$ cat src/rtl/mmio_port_bank.sv
// Memory-mapped I/O port bank: CHANNELS output ports (valid/ack), CHANNELS strobe-captured
// input ports and a sticky status register. Define MMIO_IRQ_EN to add an irq output and mask register.
module mmio_port_bank #(
    parameter int                DATA_W    = 16,
    parameter int                ADDR_W    = 16,
    parameter int                CHANNELS  = 4,
    parameter logic [ADDR_W-1:0] BASE_ADDR = 16'h00F0
) (
    input  logic                         clock,
    input  logic                         reset,
    input  logic [ADDR_W-1:0]            addr,
    input  logic                         wr_en,
    input  logic                         rd_en,
    input  logic [DATA_W-1:0]            wr_data,
    output logic                         hit,
    output logic [DATA_W-1:0]            rd_data,
    output logic                         rd_valid,
`ifdef MMIO_IRQ_EN
    output logic                         irq,
`endif
    output logic [CHANNELS*DATA_W-1:0]   out_data,
    output logic [CHANNELS-1:0]          out_valid,
    input  logic [CHANNELS-1:0]          out_ack,
    input  logic [CHANNELS*DATA_W-1:0]   in_data,
    input  logic [CHANNELS-1:0]          in_strobe
);

    localparam int C = CHANNELS;
`ifdef MMIO_IRQ_EN
    localparam int LAST = C + 1;
    localparam logic [ADDR_W-1:0] MASK_OFF = ADDR_W'(C + 1);
`else
    localparam int LAST = C;
`endif
    localparam logic [ADDR_W-1:0] LAST_OFF = ADDR_W'(LAST);
    localparam logic [ADDR_W-1:0] STAT_OFF = ADDR_W'(C);

    logic [ADDR_W-1:0]          offset;
    logic                       rd_hit;
    logic                       wr_hit;
    logic                       stat_wr;

    logic [C-1:0][DATA_W-1:0]   out_data_reg, out_data_next;
    logic [C-1:0][DATA_W-1:0]   hold_reg, hold_next;
    logic [C-1:0]               out_valid_reg, out_valid_next;
    logic [C-1:0]               out_ovr_reg, out_ovr_next;
    logic [C-1:0]               in_full_reg, in_full_next;
    logic [C-1:0]               in_ovr_reg, in_ovr_next;
    logic [C-1:0]               wr_sel, rd_sel;
    logic [C-1:0]               clr_in, clr_out;
    logic [DATA_W-1:0]          rd_data_reg, rd_data_next;
    logic                       rd_valid_reg;
    logic [DATA_W-1:0]          status;

    // Offset is only meaningful when addr >= BASE_ADDR; the compare below guards that.
    assign offset  = addr - BASE_ADDR;
    assign hit     = (addr >= BASE_ADDR) && (offset <= LAST_OFF);
    assign rd_hit  = rd_en & hit;
    assign wr_hit  = wr_en & ~rd_en & hit;
    assign stat_wr = wr_hit && (offset == STAT_OFF);

    assign clr_in  = {C{stat_wr}} & wr_data[3*C-1:2*C];
    assign clr_out = {C{stat_wr}} & wr_data[4*C-1:3*C];

    assign status  = DATA_W'({out_ovr_reg, in_ovr_reg, out_valid_reg, in_full_reg});

    genvar gi;
    generate
        for (gi = 0; gi < C; gi++) begin : g_chan
            assign wr_sel[gi] = wr_hit && (offset == ADDR_W'(gi));
            assign rd_sel[gi] = rd_hit && (offset == ADDR_W'(gi));

            // A write alongside an ack replaces the consumed word, so it is not an overrun.
            assign out_data_next[gi]  = wr_sel[gi] ? wr_data : out_data_reg[gi];
            assign out_valid_next[gi] = wr_sel[gi] | (out_valid_reg[gi] & ~out_ack[gi]);
            assign out_ovr_next[gi]   = (wr_sel[gi] & out_valid_reg[gi] & ~out_ack[gi])
                                      | (out_ovr_reg[gi] & ~clr_out[gi]);

            // A strobe alongside a read of the same channel refills it without loss.
            assign hold_next[gi]      = in_strobe[gi] ? in_data[gi*DATA_W +: DATA_W] : hold_reg[gi];
            assign in_full_next[gi]   = in_strobe[gi] | (in_full_reg[gi] & ~rd_sel[gi]);
            assign in_ovr_next[gi]    = (in_strobe[gi] & in_full_reg[gi] & ~rd_sel[gi])
                                      | (in_ovr_reg[gi] & ~clr_in[gi]);
        end
    endgenerate

`ifdef MMIO_IRQ_EN
    logic [2*C-1:0] mask_reg, mask_next;
    logic           irq_reg, irq_next;

    assign mask_next = (wr_hit && (offset == MASK_OFF)) ? wr_data[2*C-1:0] : mask_reg;
    assign irq_next  = |(mask_reg & {~out_valid_reg, in_full_reg});
    assign irq       = irq_reg;
`endif

    always_comb begin
        rd_data_next = rd_data_reg;
        if (rd_hit) begin
            if (offset == STAT_OFF) begin
                rd_data_next = status;
`ifdef MMIO_IRQ_EN
            end else if (offset == MASK_OFF) begin
                rd_data_next = DATA_W'(mask_reg);
`endif
            end else begin
                for (int i = 0; i < C; i++) begin
                    if (offset == ADDR_W'(i)) begin
                        rd_data_next = hold_reg[i];
                    end
                end
            end
        end
    end

    always_ff @(posedge clock) begin
        if (reset) begin
            out_data_reg  <= '0;
            out_valid_reg <= '0;
            out_ovr_reg   <= '0;
            hold_reg      <= '0;
            in_full_reg   <= '0;
            in_ovr_reg    <= '0;
            rd_data_reg   <= '0;
            rd_valid_reg  <= 1'b0;
`ifdef MMIO_IRQ_EN
            mask_reg      <= '0;
            irq_reg       <= 1'b0;
`endif
        end else begin
            out_data_reg  <= out_data_next;
            out_valid_reg <= out_valid_next;
            out_ovr_reg   <= out_ovr_next;
            hold_reg      <= hold_next;
            in_full_reg   <= in_full_next;
            in_ovr_reg    <= in_ovr_next;
            rd_data_reg   <= rd_data_next;
            rd_valid_reg  <= rd_hit;
`ifdef MMIO_IRQ_EN
            mask_reg      <= mask_next;
            irq_reg       <= irq_next;
`endif
        end
    end

    assign out_data  = out_data_reg;
    assign out_valid = out_valid_reg;
    assign rd_data   = rd_data_reg;
    assign rd_valid  = rd_valid_reg;

endmodule

$ cat config.mk
export PLATFORM = sky130hd
export DESIGN_NAME = mmio_port_bank
export DESIGN_NICKNAME = d
export VERILOG_FILES = /design/src/rtl/mmio_port_bank.sv
export SDC_FILE = /design/constraint.sdc
export NUM_CORES = 1
export LEC_CHECK = 0
export CAP_MARGIN = 5
export CORE_ASPECT_RATIO = 2
export CORE_UTILIZATION = 50
export DETAILED_ROUTE_END_ITERATION = 10
export PLACE_DENSITY = 0.83
export SYNTH_ARGS = -nofsm -noshare
export SYNTH_HDL_FRONTEND = slang
export SYNTH_SLANG_ARGS = --single-unit
export TNS_END_PERCENT = 1
$ cat constraint.sdc
create_clock -name clock -period 3.15 [get_ports clock]
set_input_delay 0.63 -clock clock [delete_from_list [all_inputs] [get_ports clock]]
set_output_delay 0.63 -clock clock [all_outputs]
set_load 0.05 [all_outputs]
==> results_dict.tcl <==
set metrics [dict create \
    clockBufferDepth 2 \
    drive_gt1_frac 0.08082 \
    dr.pass1.iters 5 \
    die_y_um 161.7 \
    grt_usage 0.2969 \
    diodes 0 \
    finalHoldViolations 0 \
    crit_arrival_ns 2.24 \
    clock_sinks 161 \
    slew_headroom 0.2255 \
    io_buffers 193 \
    fillCellCount 912 \
    design_area_um2 9020 \
    hold_slack_ns 0.4952 \
    cts_resized 0 \
    clock_latency_ns 0.41 \
    p_switching_mw 1.051 \
    dp_cells 948 \
    rsz0062_at_grt "false" \
    synth_xor_area_frac 0 \
    ir_drop_v 0.0004296 \
    drv_slew 0 \
    overflow 0 \
    grt_pass1_vias 5670 \
    intPower_mw 3.498 \
    wl_um 19320 \
    fmax_mhz 348.0 \
    syn-num-nets 743 \
    vias_per_cell 5.675 \
    worstSetupStartpoint "addr[9]" \
    ys_top_cells_by_area "dfxtp_1 (51%), mux2i_1 (20%), nor2_1 (7.9%), a221o_1 (2.5%), o221ai_1 (2.2%)" \
    maxCapViolCount 0 \
    coreArea_um2 12480 \
    ant_nets 0 \
    fp.dieW_um 81.83 \
    placed_cell_area_um2 8428 \
    end_kind "output port" \
    p_per_area_nw_per_um2 504.4 \
    synth_top_area_frac 0.5058 \
    final_cells 979 \
    synth_edf_count 0 \
    drc 0 \
    yosysUniqueCellTypes 43 \
    p_seq_frac 0.468 \
    yosysWarningCount 0 \
    rows 58 \
    syn_to_final_growth_pct 41.55 \
    final_util 0.7226 \
    yosysSeqAreaShare 0.5058 \
    finClkSkew_ns 0.009642 \
    cts_buffers 17 \
    initial_utilization 0.5105 \
    cts-root-buf "clkbuf_16" \
    cts.htree.levels 4 \
    grt_max_degree 65 \
    syn_avg_cell_area_um2 10.04 \
    synthAdderAreaFrac 0 \
    antenna_found_initial 0 \
    worstHoldStart "rd_data[5]" \
    cts_tree "yes" \
    synth.most_common_cell "dfxtp_1" \
    reg2reg_from "hold_reg[9]" \
    final.setup.tns_ns 0 \
    fin_ws_ns 0.2764 \
    period_needed_ns 2.874 \
    synth_compound_area_frac 0.1272 \
    async_flop_share 0 \
    power_mw 4.549 \
    worstMarginPinSlew_ns 1.157 \
    ctsHoldBuffers 0 \
    dr_total_vias 5556 \
    finalNetCount 925 \
    synth_top_family_by_area "multiplexers" \
    worstSetupPathType "in -> out" \
    leakage_nw 3.769 \
    synth_simple_gate_area_frac 0.1264 \
    setup_violations 0 \
    combPwrFrac 0.082 \
    clock_power_share 0.450 \
    status "finished, final reports clean" \
    wl_per_cell_um 19.74 \
    switching_share 0.2311 \
    clk_pin_slew_ns 0.06 \
    ioPinCount 194 \
    timing.final.crit_share 0.9122 \
    dieArea_um2 13230 \
    worst-path-max-fanout 5 \
    synth.area.mux_share 0.2011 \
    critPathRequiredTime_ns 2.52 \
    grt_pass1_wl_um 29120 \
    ys_ff_latch 161 \
    gp_congestion 0.9071 \
    synthFlopType "dfxtp_1" \
    dp_slack_ns -0.006458 \
    syn-cell-area_um2 6372 \
    hold_class "reg -> reg" \
    drt_iter0_drc 385 \
    post-dp-hpwl_um 14280 \
    postSynthCellCount 635 \
    ys_top_cells_by_count "dfxtp_1 (161), nor2_1 (134), mux2i_1 (128)" \
    postCtsSetupBuffers 0 \
    crit_path_start_kind "input port" \
    synth_largest_area_cell "dfxtp_1" \
]
-- final timing paths --
kind,to,slack (ns),cells after the start
hold reg to reg,rd_data[5],0.50,2
setup reg to reg,rd_data[9],2.14,2
setup / recovery,hit,0.28,5
hold / removal,rd_data[5],0.50,2
-- area by class of cell --
class                      count  area, µm²  area share
clock inverter                13      152.6     0.01692
sequential                   161       3223      0.3573
tap                          150      187.7     0.02081
clock buffer                  18      439.2     0.04869
multi-input combinational    418       2904      0.3220
inverter                       9      33.78    0.003745
timing repair buffer         210       2079      0.2305
-- critical path: stages --
cell and delay [ns]:
clkdlybuf4s50_1 0.46, nor4b_4 0.39, nand4_4 0.22, a21oi_1 0.35
buf_12 0.19
-- cell families (layout without fill, tap and decap cells) --
kind of cell           after synthesis  in the layout
flip-flops                         161            161
buffers and inverters               56            250
AO/OA/AOI/OAI                      109            109
multiplexers                       128            128
AND/OR/NAND/NOR                    181            181
-- placed cells by master (no fill, tap or decap), types with 2 or more instances in the layout --
cell / n
a211o_1: 2
a21bo_2: 5
a21oi_1: 13
a221o_1: 16
a22oi_1: 15
a31oi_1: 16
and3_1: 2
buf_12: 2
buf_4: 17
bufinv_16: 2
clkbuf_16: 17
clkdlybuf4s50_1: 191
clkinv_4: 3
clkinvlp_4: 2
dfxtp_1: 161
inv_1: 8
inv_6: 4
mux2i_1: 128
nand2_1: 20
nand2b_1: 4
nand3_1: 5
nor2_1: 134
o21ai_0: 16
o221ai_1: 16
o31ai_1: 3
o41ai_1: 2
or2_2: 3
or3_1: 2
-- layer usage --
| layer | GRT usage | vias up | part of all wire | wire, µm |
|---|---|---|---|---|
| met5 | 0 | - | 0 | 0 |
| li1 | - | 2620 | - | - |
| met2 | 0.5304 | 243 | 0.54 | 10430 |
| met4 | 0.1914 | 0 | 0.058 | 1127 |
| met1 | 0.2949 | 2628 | 0.35 | 6703 |
| met3 | 0.06517 | 65 | 0.055 | 1059 |
-- power by group through the flow --
| stage | clock, mW | combinational [mW] | sequential, mW |
|---|---|---|---|
| 2_1_floorplan | 0 | 0.169 | 2.16 |
| 3_3_place_gp | 0 | 0.359 | 2.17 |
| 3_5_place_dp | 0 | 0.370 | 2.17 |
| 4_1_cts | 2.07 | 0.373 | 2.13 |
| 5_1_grt | 2.16 | 0.398 | 2.13 |
| 6_report | 2.05 | 0.373 | 2.13 |
No activity file was read; power rests on OpenSTA's default activity.
==> variant: new RTL, same settings <==
`hold_reg` no longer has a reset.
--- a/src/rtl/mmio_port_bank.sv
+++ b/src/rtl/mmio_port_bank.sv
@@ -119,3 +119,2 @@
             out_ovr_reg   <= '0;
-            hold_reg      <= '0;
             in_full_reg   <= '0;
@@ -132,3 +131,2 @@
             out_ovr_reg   <= out_ovr_next;
-            hold_reg      <= hold_next;
             in_full_reg   <= in_full_next;
@@ -144,2 +142,6 @@
 
+    always_ff @(posedge clock) begin
+        hold_reg <= hold_next;
+    end
+
     assign out_data  = out_data_reg;
Behaviour: not the same (Yosys sat finds a counterexample within 4 cycles, from zero or initial values and one cycle with reset high).
==> variant against the unedited design <==
Setup slack barely moved; largest power group unchanged; clock skew fell by 2.0 ps; sequential cell count did not move; synthesized cell count fell by 11%; design area fell by 2.8%; die area fell by 4.4%; register-to-register slack got worse by 500 ps; sequential share of layout area rose by 8.3 points; sequential power rose by 7%; hold slack got worse by 42 ps; wire length fell by 13%; power rose by 4.9%; area after synthesis fell by 4.5%.
==> variant: results (changes against the unedited design) <==
| Metric | Value |
|---|---|
| Mapped Nets | `675 (-9.2%)` |
| Initial DRC count | `284 (-26%)` |
| CP peak stage delay | `470 ps` |
| R2R Path End | `rd_data[3]` |
| Slew headroom | `36.05% (+13 points)` |
| Arr. time, crit path | `2240 ps (about the same)` |
| M1 GR Usage | `26.31% (-3.2 points)` |
| CP max stage cell | `clkdlybuf4s50_1` |
| Run status | `finished, final reports clean` |
| Clk_skew | `7.642 ps (-1.999 ps)` |
| VDD IR max | `0.4972 mV (+16%)` |
| # diodes | `0 (unchanged)` |
| CP max FO | `9 (+4)` |
| Reg-to-Reg Start | `hold_reg[14]` |
| Number of H-tree levels | `4 (unchanged)` |
| Placer Congestion | `0.9266 (+2.1%)` |
| First-pass GRT wire length | `25900 µm (-11%)` |
| Reg2Reg Setup Slack | `1640 ps (-500 ps)` |
| Dpl hpwl | `12540 µm (-12%)` |
| Lkg Pwr | `0.003027 µW (-20%)` |
| Skew-Pair Late Insertion Delay | `410 ps (about the same)` |
| R2r worst-path depth | `4 (+2)` |
| Hold EP | `out_data[31]` |
| Synth unique cells | `45 (+4.7%)` |
| # port buffers | `193 (unchanged)` |
| Synth area leaders | `dfxtp_1 (32%), edfxtp_1 (32%), nand2_1 (7.8%)` |
| Clock transition at the registers of the reported paths | `60 ps (about the same)` |
| Hold Crit Class | `register to register` |
| Hold path depth | `2 (unchanged)` |
| Antenna violations before repair | `0 (unchanged)` |
| # nets final | `865 (-6.5%)` |
| Synth area leader | `dfxtp_1` |
| Via count | `5154 (-7.2%)` |
| GRT Util Overall | `27.67% (-2.0 points)` |
| Sequential area share after synthesis | `63.50% (+13 points)` |
| Post-synth top cells | `nand2_1 (126), dfxtp_1 (97), a21oi_1 (84), edfxtp_1 (64), nor2_1 (23)` |
| Layout cells sized above 1 | `9.481% (+1.4 points)` |
| CTS Root Cell | `clkbuf_16` |
| Hold Startpoint | `out_data[31]` |
| Synth Warn # | `0 (unchanged)` |
| Drt total wl | `16820 µm (-13%)` |
| GR Util met3 | `6.282% (-0.23 points)` |
| Drt pass-1 iters | `5 (unchanged)` |
| Post-synth EDFFs | `64 (+64)` |
| Inserted Clock Buffers | `17 (unchanged)` |
| Global routing usage on met2 | `53.40% (+0.36 points)` |
| Largest net degree at the start of global routing | `82 (+26%)` |
| Dpl cell area | `0.008124 mm² (-3.6%)` |
| Layout fillers | `784 (-14%)` |
| Fraction of registers with async set/reset | `0% (unchanged)` |
| Post_cts resized | `0 (unchanged)` |
| Vias in the first global route | `5302 (-6.5%)` |
| Post-CTS Repair Setup Buffers | `0 (unchanged)` |
| CTS max path bufs | `2 (unchanged)` |
## variant: cell count changes after synthesis, sizes merged, moves of 16 or more
cell / delta
edfxtp: +64
a22oi: -16
nand2: +115
mux2i: -112
a221o: -16
nor2: -111
a21oi: +80
clkbuf: -16
a221oi: +16
dfxtp: -64
## variant: layer usage
layer	up-vias	wire length [µm]	part of all wire [%]
met5	-	0	0
met4	0	625	3.7
met3	42	907	5.4
met2	250	9800	58
met1	2463	5485	33
li1	2399	-	-
## variant: cell families after synthesis
logic type	count (synthesis)	synth area share [%]
muxes	16	2.632
buffers and inverters	51	3.948
and+or+nand+nor	197	15.26
DFF	161	63.50
AOI/OAI and AO/OA	142	14.66
## variant: worst max-delay path by stage
stage,start,end
global placement,addr[6],in_ovr_reg[1]
CTS,addr[6],hit
floorplan,addr[11],hit
finish,addr[6],hit
detailed placement,addr[6],in_ovr_reg[1]
global route,addr[6],hit
## variant: power by group
part | internal [µW] | switching [µW]
clock | 1410 | 805
combinational | 157 | 130
sequential | 2250 | 26.3
## variant: layout make-up
cell class / count / area share, %
clock inverter: 14 / 2.413
timing repair buffer: 207 / 23.30
multi-input combinational: 355 / 22.60
clock buffer: 18 / 4.897
tap: 145 / 2.070
inverter: 15 / 0.6424
sequential: 161 / 44.08
## variant: critical path: cells and delay by family
| kind | cells | cell delay [ps] |
|---|---|---|
| and+or+nand+nor | 3 | 990 |
| buffers and inverters | 2 | 620 |
## variant: through the flow
stage	hold WS (ps)	instances	power [µW]	setup slack [ps]	utilization, %
floorplan	453.6	567	2395	712.7	-
global placement	436.5	883	2587	313.9	69.02
detailed placement	445.5	883	2600	252.4	69.02
CTS	453.9	915	4794	292.1	74.46
global route	471.6	915	4908	198.3	74.46
finish	453.2	915	4771	276.3	74.46
